### config.mk
export PLATFORM = sky130hd
export DESIGN_NAME = hard_sector_tracker
export DESIGN_NICKNAME = d
export VERILOG_FILES = /design/src/rtl/hard_sector_tracker.sv
export SDC_FILE = /design/constraint.sdc
export NUM_CORES = 1
export LEC_CHECK = 0
export CAP_MARGIN = 25
export CORE_MARGIN = 10
export CORE_UTILIZATION = 53
export DETAILED_ROUTE_END_ITERATION = 10
export PLACE_DENSITY = 0.76
export SLEW_MARGIN = 20
export SYNTH_ARGS = -nofsm -noshare
export SYNTH_HDL_FRONTEND = slang
export SYNTH_SLANG_ARGS = --single-unit
### constraint.sdc
create_clock -name clk -period 2.29 [get_ports clk]
set_clock_uncertainty 0.1 [all_clocks]
set_input_delay 0.3435 -clock clk [delete_from_list [all_inputs] [get_ports clk]]
set_output_delay 0.3435 -clock clk [all_outputs]
set_load 0.01 [all_outputs]
### src/rtl/hard_sector_tracker.sv
// Hard-sector media detector: counts debounced sector holes per index revolution,
// locks once the count is stable, then strobes each sector with its number.
module hard_sector_tracker #(
  parameter int CNT_W        = 8,
  parameter int MIN_SECTORS  = 8,
  parameter int MAX_SECTORS  = 32,
  parameter int CONFIRM_REVS = 3,
  parameter int LOSS_REVS    = 2,
  parameter int MIN_GAP      = 100000,
  parameter int IDX_TIMEOUT  = 60000000
) (
  input  logic             clk,
  input  logic             reset,
  input  logic             enable,
  input  logic             index_pulse,
  input  logic             sector_pulse,
  output logic             sector_detected,
  output logic [CNT_W-1:0] sector_count,
  output logic [CNT_W-1:0] last_rev_count,
  output logic             rev_done,
  output logic             sector_strobe,
  output logic [CNT_W-1:0] sector_num,
  output logic             mismatch,
  output logic             index_lost
);

  // state      | meaning
  // IDLE       | detector stopped, sector_detected forced low
  // WAIT_INDEX | waiting for first index edge to align counting
  // COUNT      | counting holes per revolution, looking for a valid count
  // VERIFY     | valid candidate seen, confirming over further revolutions
  // LOCKED     | hard-sectored media confirmed, strobing sectors
  typedef enum logic [2:0] {
    S_IDLE, S_WAIT_INDEX, S_COUNT, S_VERIFY, S_LOCKED
  } state_t;

  localparam int HO_W = (MIN_GAP > 1) ? $clog2(MIN_GAP) : 1;
  localparam int TO_W = (IDX_TIMEOUT > 1) ? $clog2(IDX_TIMEOUT) : 1;
  localparam logic [HO_W-1:0]  HO_LOAD  = HO_W'(MIN_GAP - 1);
  localparam logic [TO_W-1:0]  TO_LOAD  = TO_W'(IDX_TIMEOUT - 1);
  localparam logic [CNT_W-1:0] CNT_MAX  = {CNT_W{1'b1}};
  localparam logic [CNT_W-1:0] MIN_CNT  = CNT_W'(MIN_SECTORS);
  localparam logic [CNT_W-1:0] MAX_CNT  = CNT_W'(MAX_SECTORS);
  localparam logic [2:0]       CONFIRM  = 3'(CONFIRM_REVS);
  localparam logic [2:0]       LOSS     = 3'(LOSS_REVS);

  state_t           state, state_nxt;
  logic [2:0]       idx_sync, sec_sync;
  logic             idx_edge, sec_edge, sec_accept, run, timed, timeout, valid;
  logic [HO_W-1:0]  holdoff;
  logic [TO_W-1:0]  tmr;
  logic [CNT_W-1:0] rev_cnt, rev_cnt_nxt, cand, cand_nxt;
  logic [2:0]       agree, agree_nxt, miss, miss_nxt;
  logic             detected_nxt, rev_done_nxt, strobe_nxt, mismatch_nxt, lost_nxt;
  logic [CNT_W-1:0] count_nxt, last_nxt, num_nxt;

  assign idx_edge   = (idx_sync[2:1] == 2'b01);
  assign sec_edge   = (sec_sync[2:1] == 2'b01);
  assign run        = (state != S_IDLE);
  // an index edge clears the holdoff, so a coincident hole always counts
  assign sec_accept = run && sec_edge && (holdoff == '0 || idx_edge);
  assign timed      = (state == S_COUNT) || (state == S_VERIFY) || (state == S_LOCKED);
  assign timeout    = timed && (tmr == '0) && !idx_edge;
  assign valid      = (rev_cnt >= MIN_CNT) && (rev_cnt <= MAX_CNT);

  always_comb begin
    rev_cnt_nxt = rev_cnt;
    if (!run)
      rev_cnt_nxt = '0;
    else if (idx_edge)
      rev_cnt_nxt = sec_accept ? CNT_W'(1) : '0;
    else if (sec_accept && rev_cnt != CNT_MAX)
      rev_cnt_nxt = rev_cnt + CNT_W'(1);
  end

  always_comb begin
    state_nxt    = state;
    cand_nxt     = cand;
    agree_nxt    = agree;
    miss_nxt     = miss;
    detected_nxt = sector_detected;
    count_nxt    = sector_count;
    last_nxt     = last_rev_count;
    num_nxt      = sector_num;
    rev_done_nxt = 1'b0;
    strobe_nxt   = 1'b0;
    mismatch_nxt = 1'b0;
    lost_nxt     = 1'b0;

    case (state)
      S_IDLE: begin
        detected_nxt = 1'b0;
        if (enable) state_nxt = S_WAIT_INDEX;
      end
      S_WAIT_INDEX: begin
        if (idx_edge) state_nxt = S_COUNT;
      end
      default: begin
        if (state == S_LOCKED && sec_accept) begin
          strobe_nxt = 1'b1;
          num_nxt    = rev_cnt_nxt;
        end
        if (idx_edge) begin
          rev_done_nxt = 1'b1;
          last_nxt     = rev_cnt;
          case (state)
            S_COUNT: begin
              if (valid) begin
                if (CONFIRM == 3'd1) begin
                  state_nxt    = S_LOCKED;
                  count_nxt    = rev_cnt;
                  detected_nxt = 1'b1;
                  miss_nxt     = '0;
                end else begin
                  state_nxt = S_VERIFY;
                  cand_nxt  = rev_cnt;
                  agree_nxt = 3'd1;
                end
              end
            end
            S_VERIFY: begin
              if (rev_cnt == cand) begin
                agree_nxt = agree + 3'd1;
                if (agree + 3'd1 == CONFIRM) begin
                  state_nxt    = S_LOCKED;
                  count_nxt    = cand;
                  detected_nxt = 1'b1;
                  miss_nxt     = '0;
                end
              end else if (valid) begin
                cand_nxt  = rev_cnt;
                agree_nxt = 3'd1;
              end else begin
                state_nxt = S_COUNT;
              end
            end
            default: begin
              if (rev_cnt == sector_count) begin
                miss_nxt = '0;
              end else begin
                mismatch_nxt = 1'b1;
                if (miss + 3'd1 == LOSS) begin
                  detected_nxt = 1'b0;
                  miss_nxt     = '0;
                  state_nxt    = S_COUNT;
                end else begin
                  miss_nxt = miss + 3'd1;
                end
              end
            end
          endcase
        end else if (timeout) begin
          lost_nxt     = 1'b1;
          detected_nxt = 1'b0;
          miss_nxt     = '0;
          agree_nxt    = '0;
          state_nxt    = S_WAIT_INDEX;
        end
      end
    endcase

    if (!enable) begin
      state_nxt    = S_IDLE;
      detected_nxt = 1'b0;
    end
  end

  always_ff @(posedge clk) begin
    if (reset) begin
      state           <= S_IDLE;
      idx_sync        <= '0;
      sec_sync        <= '0;
      holdoff         <= '0;
      tmr             <= '0;
      rev_cnt         <= '0;
      cand            <= '0;
      agree           <= '0;
      miss            <= '0;
      sector_detected <= 1'b0;
      sector_count    <= '0;
      last_rev_count  <= '0;
      rev_done        <= 1'b0;
      sector_strobe   <= 1'b0;
      sector_num      <= '0;
      mismatch        <= 1'b0;
      index_lost      <= 1'b0;
    end else begin
      state    <= state_nxt;
      idx_sync <= {idx_sync[1:0], index_pulse};
      sec_sync <= {sec_sync[1:0], sector_pulse};

      if (sec_accept)           holdoff <= HO_LOAD;
      else if (idx_edge)        holdoff <= '0;
      else if (holdoff != '0)   holdoff <= holdoff - HO_W'(1);

      // every entry into a timed state happens on an index edge, which reloads
      if (idx_edge)             tmr <= TO_LOAD;
      else if (!timed)          tmr <= '0;
      else if (tmr != '0)       tmr <= tmr - TO_W'(1);

      rev_cnt         <= rev_cnt_nxt;
      cand            <= cand_nxt;
      agree           <= agree_nxt;
      miss            <= miss_nxt;
      sector_detected <= detected_nxt;
      sector_count    <= count_nxt;
      last_rev_count  <= last_nxt;
      rev_done        <= rev_done_nxt;
      sector_strobe   <= strobe_nxt;
      sector_num      <= num_nxt;
      mismatch        <= mismatch_nxt;
      index_lost      <= lost_nxt;
    end
  end

endmodule

## Word-level counts from Yosys, hierarchy flattened

Cells that the tools add are included.

| operators by class | value |
|---|---|
| $add $sub $neg | 5 |
| multipliers | 0 |
| div/mod/pow operators | 0 |
| $lt $le $gt $ge | 2 |
| eq/ne operators | 28 |
| shifts and indexed selects | 0 |
| muxes and demuxes | 47 |
| bitwise logic cells | 5 |
| reductions and logical operators | 36 |

Operators by type and width:

| kind | count |
|---|---|
| $mux 26 | 3 |
| $mux 3 | 18 |
| $mux 17 | 3 |
| $mux 8 | 5 |
| $logic_not 26->1 | 1 |
| $reduce_bool 26->1 | 1 |
| $sub 26x1->26 const B | 1 |
| $pmux 3 s2 | 4 |
| $logic_not 17->1 | 1 |
| $reduce_bool 17->1 | 1 |
| $sub 17x1->17 const B | 1 |
| $eq 8x8->1 | 2 |
| $pmux 8 s2 | 1 |
| $reduce_and 7->1 | 2 |
| $eq 3x2->1 const B | 4 |
| $ne 3x2->1 const B | 4 |
| $ne 6x3->1 const B | 2 |
| $mux 1 | 11 |
| $reduce_and 5->1 | 2 |
| $reduce_bool 3->1 | 3 |
| $reduce_or 3->1 | 3 |
| $add 8x1->8 const B | 1 |
| $ge 8x4->1 const B | 1 |
| $le 8x6->1 const B | 1 |
| 26 further kinds | 47 |

| storage, ports and cells | value |
|---|---|
| register bits after elaboration | 103 |
| latch bits | 0 |
| RAM bits | 0 |
| ROM bits | 0 |
| bits of input ports | 5 |
| output and inout bits | 29 |
| word-level logic and storage cells | 142 |
| memories kept | 0 |

## Logic depth before layout (Yosys ltp)

Gate-level depths: netlist (run 1).

| depth | value |
|---|---|
| depth after elaboration | 8 |
| mapped depth | 9 |
| depth with buffers taken out | 8 |

## Worst setup path after synthesis (run 1)

No wires, ideal clock.

| timing | value |
|---|---|
| kind | register -> register |
| start point | reg holdoff[0] |
| end point | reg holdoff[11] |
| library setup time | 0.130 ns |
| arrival time | 2.053 ns |
| slack | 0.006 ns |
| cell stages (with the launch flop) | 9 |
| buffers on the path | 1 |
| clock period less this slack | 2.284 ns |
| path through | dfxtp_1 inv_1 ha_1 or3b_2 nor4_4 nand2_1 buf_2 o21ai_1 nor2_1 |

| on the way | value |
|---|---|
| cells in the longest elaborated chain, start to end | 4 |

Ends and longest elaborated chain:

| element | RTL line | text |
|---|---|---|
| start: declaration | 50 | `logic [HO_W-1:0] holdoff;` |
| start signal: assignment | 194 | `else if (holdoff != '0) holdoff <= holdoff - HO_W'(1);` |
| parallel branches: the longest is 4 deep, another holds $sub 17x1->17 | - |  |

Several ways; the timed one is not identified.
A chain may end at the register's enable or synchronous reset.

## Final worst setup path (run 1)

| timing | value |
|---|---|
| start point | reg holdoff[1] |
| end point | reg rev_cnt[7] |

| on the way | value |
|---|---|
| cells in the longest elaborated chain, start to end | 7 |

Ends and longest elaborated chain:

| element | RTL line | text |
|---|---|---|
| $logic_not 17->1 | 61 | `assign sec_accept = run && sec_edge && (holdoff == '0 \|\| idx_edge);` |
| $logic_or 1x1->1 | 61 |  |
| $logic_and 1x1->1 | 61 |  |
| $logic_and 1x1->1 | 72 | `else if (sec_accept && rev_cnt != CNT_MAX)` |
| $mux 8 | 72 |  |
| $mux 8 | 70 | `else if (idx_edge)` |
| $mux 8 | 68 | `if (!run)` |
| end signal: assignment | 201 | `rev_cnt <= rev_cnt_nxt;` |
| end: declaration | 52 | `logic [CNT_W-1:0] rev_cnt, rev_cnt_nxt, cand, cand_nxt;` |

No other way between the ends.

==> metrics.md, run 1 <==
| Metric | Value |
|---|---|
| Final number of setup-violating endpoints | `0` |
| Vias in the first global route | `4310` |
| Final antenna diode count | `0` |
| Seq pwr share | `41.9%` |
| CTS clock-pin slew for the worst setup and hold paths | `0.10 ns` |
| Final hold vios | `0` |
| Final setup TNS | `0 ns` |
| R2r endpoint | `rev_cnt[7]` |
| Switching Share | `31.8%` |
| Sequential area share after synthesis | `40.3%` |
| Clk buf depth | `2` |
| Placed cell count | `759` |
| # nets final | `666` |
| Pre-antenna DRT Iters | `6` |
| Row cnt | `35` |
| Global Route Usage Sum | `17.0%` |
| GP Congestion | `roughly 0.90` |
| Port bufs | `33` |
| Reg-to-Reg Start | `holdoff[1]` |
| Crit-path slowest cell | `or3b_4` |
| Post-CTS Hold Fix Bufs | `0` |
| Die height | `118 um` |
| Post-Synthesis Cells | `584` |
| I/O pin cnt | `34` |
| Area of the multi-input gates | `0.00296 sq mm` |
| Flops & latches, synth | `103` |
| Setup crit end | `rev_cnt[7]` |
| RSZ-0062 raised after global routing | `yes` |
| Hold Path Origin | `reset` |
| Synth warnings | `0` |
| Initial detailed-routing violation count | `368` |
| Post-route cell area | `~0.0062 sq mm` |
| Slew margin rel. | `between 50% and 60%` |
| Gate power share | `32.4%` |
| First-pass GRT wire length | `20500 um` |
| Mapped Area | `slightly above 0.005 sq mm` |
| Initial core utilization | `about 55%` |
| Post-synth EDFFs | `0` |
| Fmax | `between 400 and 500 MHz` |
| Startpoint types | `flop` |
| R2R setup slack | `0.03 ns` |
| Critical path, cell by cell | `inv_2, ha_4, or3b_4, nor4_4, buf_4, o211ai_4, nor4_4, xnor2_2, nor2_1` |
| CTS buffer count | `9` |
| CP max stage delay | `around 0.40 ns` |
| Non-filler cells, final | `between 700 and 800` |
| Period utilisation layout | `98.6%` |
| Area delta synth->final | `21.6%` |
| Sw Pwr | `0.00154 W` |
| Fin. max-slew vios | `0` |
| Syn avg cell area | `8.75 sq um` |
| DIE WIDTH | `118 um` |
| Filler instances | `approximately 750` |
| Max_cap viols | `0` |
| Core area | `0.00933 sq mm` |
| Synth area leaders | `dfxtp_1, xnor2_1, nor2_1` |
| Worst Tran Pin Value | `0.733 ns` |
| Most used cell, CP | `nor4_4` |
| Peak supply drop | `~0.45 mV` |
| CTS tree | `done` |
| R2R cell count | `9` |
| Share of total power in the clock network | `25.7%` |
| Congestion Overflow GR | `0` |
| Dpl cell area | `0.00572 sq mm` |
| Via count | `4459` |
| Share of post-route cells with drive strength above 1 | `19.7%` |
| Net Count, Synth | `598` |
| Fin util | `66.6%` |
| Leading area contributor after synthesis | `dfxtp_1` |
| Sequential Area | `0.00207 sq mm` |
| DR vias/cell | `5.68` |
| Initial antenna violation count | `0` |
| HPWL Detailed | `8640 um` |
| Area of the die | `around 0.014 sq mm` |
| Number of distinct library cells after synthesis | `75` |
| CP arrival | `2.41 ns` |
| Final ANT Viol Nets | `0` |
| # clock sinks | `103` |
| Leakage | `around 2.4 nW` |
| Worst-skew pair later-pin latency | `0.37 ns` |
| Period minus WS final | `roughly 2.3 ns` |
| DRC | `0` |
| Worst Setup SP | `holdoff[1]` |
| Crit-path max FO | `7` |
| Detailed-route wire length per cell | `15.8 um` |
| Internal power | `roughly 0.0033 W` |
| CP required | `between 2 and 2.5 ns` |
| Primary FF master, synth | `dfxtp_1` |
| Largest net degree at the start of global routing | `47` |
| Worst Setup End Kind | `flop` |
| Async S/R FF share, synth | `0%` |
| Root Buffer | `clkbuf_8` |
| Top cell type's share of synthesized area | `40.3%` |
| PwrDens | `778 mW/mm^2` |
| Critical path class | `flop to flop` |
| H-Tree Level Count | `3` |
| Hold Crit Class | `input port to flop` |
| Result of the run | `completed` |
| Final wirelength | `12400 um` |
==> cell type report <==
| type | count | share of cell area, % |
|---|---|---|
| clock buffer | 9 | 1.99 |
| clock inverter | 6 | 1.51 |
| inverter | 16 | 0.966 |
| multi-input combinational | 435 | 47.6 |
| sequential | 103 | 33.3 |
| tap | 129 | 2.60 |
| timing repair buffer | 87 | 12.0 |
==> registers in the layout, summed over array words and instances (netlist names), 8 cells and up <==
name and flops:
rev_cnt 8, tmr 26, sector_num 8, cand 8, sector_count 8, holdoff 17, last_rev_count 8
==> Yosys cell counts (2+ instances only) <==
| library cell | count |
|---|---|
| dfxtp_1 | 103 |
| nor2_1 | 80 |
| nand2_1 | 52 |
| a21oi_1 | 41 |
| xnor2_1 | 36 |
| xor2_1 | 22 |
| nor4_1 | 19 |
| mux2i_1 | 17 |
| inv_1 | 16 |
| nor3_1 | 15 |
| nand3_1 | 13 |
| o21ai_0 | 12 |
| clkbuf_1 | 10 |
| nand4_1 | 10 |
| ha_1 | 9 |
| nor2b_1 | 9 |
| clkbuf_8 | 7 |
| o2bb2ai_1 | 7 |
| nand2b_1 | 6 |
| or3_1 | 6 |
| buf_2 | 5 |
| or2_2 | 4 |
| or4_1 | 4 |
| a2111oi_0 | 3 |
| a21boi_0 | 3 |
| a221oi_1 | 3 |
| and2_1 | 3 |
| and4_1 | 3 |
| buf_1 | 3 |
| nor3_2 | 3 |
| nor3b_1 | 3 |
| nor4b_1 | 3 |
| o211ai_1 | 3 |
| o21ai_1 | 3 |
| a31oi_1 | 2 |
| buf_6 | 2 |
| nor4_4 | 2 |
| o21ba_2 | 2 |
| o21bai_1 | 2 |
| o22ai_1 | 2 |
| or3b_2 | 2 |
==> metal layers <==
layer	track usage [%]	routed length, um	vias to the layer above
met4	6.88	226	0
met5	0	0	-
met1	20.2	5340	2118
met2	28.5	6100	139
met3	4.62	739	21
li1	-	-	2181
==> logic make-up after synthesis <==
group / count (synthesis) / share of synthesized area, %
adder cells (fa/ha/maj): 9 / 2.20
buffers and inverters: 46 / 5.39
multiplexers: 17 / 3.33
XOR/XNOR: 58 / 9.94
flip-flops: 103 / 40.3
AND/OR/NAND/NOR: 252 / 26.1
AO/OA/AOI/OAI: 99 / 12.7
==> cell usage in the layout, fill, tap and decap left out, types with 5 or more instances in the layout <==
cell and n:
a21oi_1 40, buf_4 52, clkbuf_8 9, clkdlybuf4s50_1 32, dfxtp_1 95, dfxtp_2 8, ha_1 8, inv_1 14
mux2i_1 17, nand2_1 51, nand2b_1 6, nand3_1 13, nand4_1 10, nor2_1 76, nor2b_1 9, nor3_1 14
nor4_1 13, nor4_2 5, o21ai_0 11, o2bb2ai_1 7, or3_1 6, xnor2_1 34, xor2_1 22
==> metrics by stage <==
stage | total power (W) | hold slack (ns) | setup WS, ns
6_report | 0.00483 | 0.337 | 0.0320
3_3_place_gp | 0.00331 | 0.324 | -0.0588
3_5_place_dp | 0.00336 | 0.343 | -0.107
4_1_cts | 0.00465 | 0.310 | -0.0456
5_1_grt | 0.00508 | 0.334 | -0.0639
2_1_floorplan | 0.00295 | 0.314 | 0.00648
==> worst max-delay path: cells and delay by family (launching register included) <==
family / cells / cell delay, ns
and+or+nand+nor: 4 / 1.01
adders and majority gates: 1 / 0.13
DFF: 1 / 0.34
AOI/OAI and AO/OA: 1 / 0.14
buffers and inverters: 2 / 0.25
xor gates and xnor gates: 1 / 0.17
==> power by group through the flow <==
stage	Combinational (W)	Clock, W	Sequential, W
4_1_cts	0.00137	0.00128	0.00201
3_3_place_gp	0.00127	0	0.00204
5_1_grt	0.00170	0.00134	0.00204
6_report	0.00156	0.00124	0.00203
3_5_place_dp	0.00132	0	0.00204
2_1_floorplan	0.000903	0	0.00205
==> timing repair <==
action / 4_1_cts / 5_1_grt
pin swaps: 5 / 13
resized for setup: 8 / 39
endpoints found under the setup margin: 28 / 46
setup buffers: 2 / 9
==> worst min-delay path by stage <==
stage                      end  cells after the start
2_1_floorplan      idx_sync[1]                      1
3_3_place_gp       idx_sync[1]                      1
3_5_place_dp       idx_sync[1]                      1
4_1_cts            sec_sync[2]                      3
5_1_grt                cand[1]                      3
6_report       sector_count[7]                      3
No activity file was read; power rests on OpenSTA's default activity.
==> inputs of run 2 (changes only) <==
--- a/config.mk
+++ b/config.mk
@@ -9,7 +9,7 @@
 export CORE_MARGIN = 10
 export CORE_UTILIZATION = 53
 export DETAILED_ROUTE_END_ITERATION = 10
-export PLACE_DENSITY = 0.76
+export PLACE_DENSITY_LB_ADDON = 0.05
 export SLEW_MARGIN = 20
 export SYNTH_ARGS = -nofsm -noshare
 export SYNTH_HDL_FRONTEND = slang
==> run 2 against run 1 <==
Net effect:
- routed wire length shrank 1.2%
- sequential share of layout area is 0.85 points lower
- flip-flop and latch count unchanged
- sequential power about the same
- clock power hardly changed
- maximum frequency is 0.30% higher
- final area increased by 2.3%
- worst hold slack worse by 0.011 ns
- combinational power hardly changed
- final cell count increased by 2.3%
- utilization up 1.5 points
- non-clock buffer count up 17
- critical endpoint is now sector_num[5]
==> metrics.md, run 2 (synthesis gave the netlist of run 1 again) <==
| Metric | Value |
|---|---|
| Global Route Usage Sum | `17.1% (+0.060 points)` |
| HPWL Detailed | `8810 um (+2.0%)` |
| Filler instances | `781 (+4.3%)` |
| Fin. max-slew vios | `0 (unchanged)` |
| Area of the die | `0.0140 sq mm (unchanged)` |
| GP Congestion | `0.837 (-6.5%)` |
| First-pass GRT wire length | `20400 um (-0.30%)` |
| Final antenna diode count | `0 (unchanged)` |
| Final hold vios | `0 (unchanged)` |
| PwrDens | `755 mW/mm^2 (-2.9%)` |
| Max_cap viols | `0 (unchanged)` |
| Die height | `118 um (unchanged)` |
| Top flop regs | `tmr (26), holdoff (17)` |
| CTS clock-pin slew for the worst setup and hold paths | `0.10 ns (about the same)` |
| Peak supply drop | `0.398 mV (-11%)` |
| # nets final | `683 (+2.6%)` |
| Via count | `4404 (-1.2%)` |
| Initial antenna violation count | `0 (unchanged)` |
| Slew margin rel. | `61.3% (+11 points)` |
| Period minus WS final | `2.25 ns (-0.00665 ns)` |
| Port bufs | `33 (unchanged)` |
| Final ANT Viol Nets | `0 (unchanged)` |
| Largest net degree at the start of global routing | `37 (-21%)` |
| Period utilisation layout | `98.3% (-0.29 points)` |
| Crit-path max FO | `7 (unchanged)` |
| CTS buffer count | `9 (unchanged)` |
| I/O pin cnt | `34 (unchanged)` |
| Congestion Overflow GR | `0 (unchanged)` |
| Worst Setup End Kind | `flop` |
| CP required | `2.45 ns (about the same)` |
| Row cnt | `35 (unchanged)` |
| Worst-skew pair later-pin latency | `0.37 ns (about the same)` |
| Area delta synth->final | `24.3%` |
| DR vias/cell | `5.48 (-3.4%)` |
| DIE WIDTH | `118 um (unchanged)` |
| Top reg by flops | `tmr` |
| CP arrival | `2.42 ns (about the same)` |
| Fmax | `444 MHz (+0.30%)` |
| Root Buffer | `clkbuf_8` |
| H-Tree Level Count | `3 (unchanged)` |
| Clk buf depth | `2 (unchanged)` |
| Core area | `0.00933 sq mm (unchanged)` |
| Final wirelength | `12300 um (-1.2%)` |
| Design Power | `0.00480 W (-0.73%)` |
| Detailed-route wire length per cell | `15.3 um (-3.4%)` |
| Worst Tran Pin Value | `0.566 ns (-0.167 ns)` |
| Max FFs per register | `26 (unchanged)` |
| Non-filler cells, final | `803 (+2.3%)` |
| Pre-antenna DRT Iters | `5 (-1)` |
| Critical path class | `flop to flop` |
| RSZ-0062 raised after global routing | `yes` |
| Vias in the first global route | `4239 (-1.6%)` |
| # clock sinks | `103 (unchanged)` |
| DRC | `0 (unchanged)` |
| Most frequent cells in the layout | `dfxtp_1, nor2_1, buf_4, nand2_1, a21oi_1` |
| Initial core utilization | `54.8% (unchanged)` |
| Final number of setup-violating endpoints | `0 (unchanged)` |
| Initial detailed-routing violation count | `305 (-17%)` |
| Startpoint types | `flop` |
| Share of post-route cells with drive strength above 1 | `21.2% (+1.6 points)` |
| Most common cell after layout, fill and taps aside | `dfxtp_1` |
| Placed cell count | `780 (+2.8%)` |
| Hold slack | `0.326 ns (-0.0111 ns)` |
| Hold Crit Class | `input port to flop` |
| Leakage | `2.47 nW (+3.9%)` |
| Result of the run | `completed` |
| CTS tree | `done` |
[run 2: cell count changes in the layout (fill, tap and decap cells not counted), moves of 2 or more]
| cell | before | now |
|---|---|---|
| o2bb2ai_1 | 7 | 4 |
| clkbuf_8 | 9 | 11 |
| or4_4 | 4 | 2 |
| or4_1 | 2 | 4 |
| buf_4 | 52 | 67 |
| dfxtp_1 | 95 | 101 |
| o2bb2ai_2 | 1 | 4 |
| dfxtp_2 | 8 | 2 |
| nor3_1 | 14 | 12 |
| nor2_2 | 4 | 2 |
[run 2: path summary, 6_finish.rpt]
path / slack (ns) / cells past startpoint / end / startpoint
max: 0.04 / 9 / sector_num[5] / holdoff[0]
min: 0.33 / 3 / tmr[0] / reset
max reg2reg: 0.04 / 9 / sector_num[5] / holdoff[0]
min reg2reg: 0.35 / 1 / idx_sync[1] / idx_sync[0]
[run 2: metrics by stage]
step           setup slack [ns]  TNS [ns]  cell area, sq um  util, %
2_1_floorplan           0.00648         0              5110        -
3_5_place_dp             -0.162     -1.92              5890     63.1
4_1_cts                 0.00837         0              6150     65.9
5_1_grt                 -0.0961    -0.987              6350     68.1
6_report                 0.0386         0              6350     68.1
3_3_place_gp            -0.0796    -0.510              5890     63.1
[run 2: repair_timing]
item,4_1_cts,5_1_grt
hold buffers,0,0
endpoints found under the setup margin,33,46
gates resized for setup,8,34
endpoints found under the hold margin,0,0
pin swaps,4,14
buffers inserted,1,6
[run 2: worst max-delay path, stage by stage (launching register included)]
cell       delay, ns
dfxtp_2         0.34
inv_2           0.06
ha_4            0.12
or3b_4          0.39
nor4_4          0.33
buf_4           0.19
o211ai_4        0.14
nor3_2          0.20
xnor2_1         0.17
o2bb2ai_1       0.10
[run 2: metal layers]
| metal | part of all wire (%) | wire length, um | vias to the layer above | global-route usage (%) |
|---|---|---|---|---|
| met2 | 50 | 6120 | 86 | 28.8 |
| li1 | - | - | 2216 | - |
| met5 | 0 | 0 | - | 0 |
| met1 | 45 | 5490 | 2087 | 21.6 |
| met3 | 4.2 | 511 | 15 | 3.81 |
| met4 | 1.1 | 139 | 0 | 4.33 |
[run 2: area by class of cell]
class	instances	area (sq um)	area share [%]
clock buffer	11	151	2.38
clock inverter	5	63.8	1.00
inverter	16	60.1	0.945
multi-input combinational	435	2960	46.6
sequential	103	2060	32.5
tap	129	161	2.54
timing repair buffer	104	891	14.0
[run 2: report_power, final]
group	switching, W	internal [W]	total, W	leakage [nW]
Clock	0.000643	0.000573	0.00122	0.106
Sequential	0.0000878	0.00191	0.00200	0.836
Combinational	0.000796	0.000785	0.00158	1.53
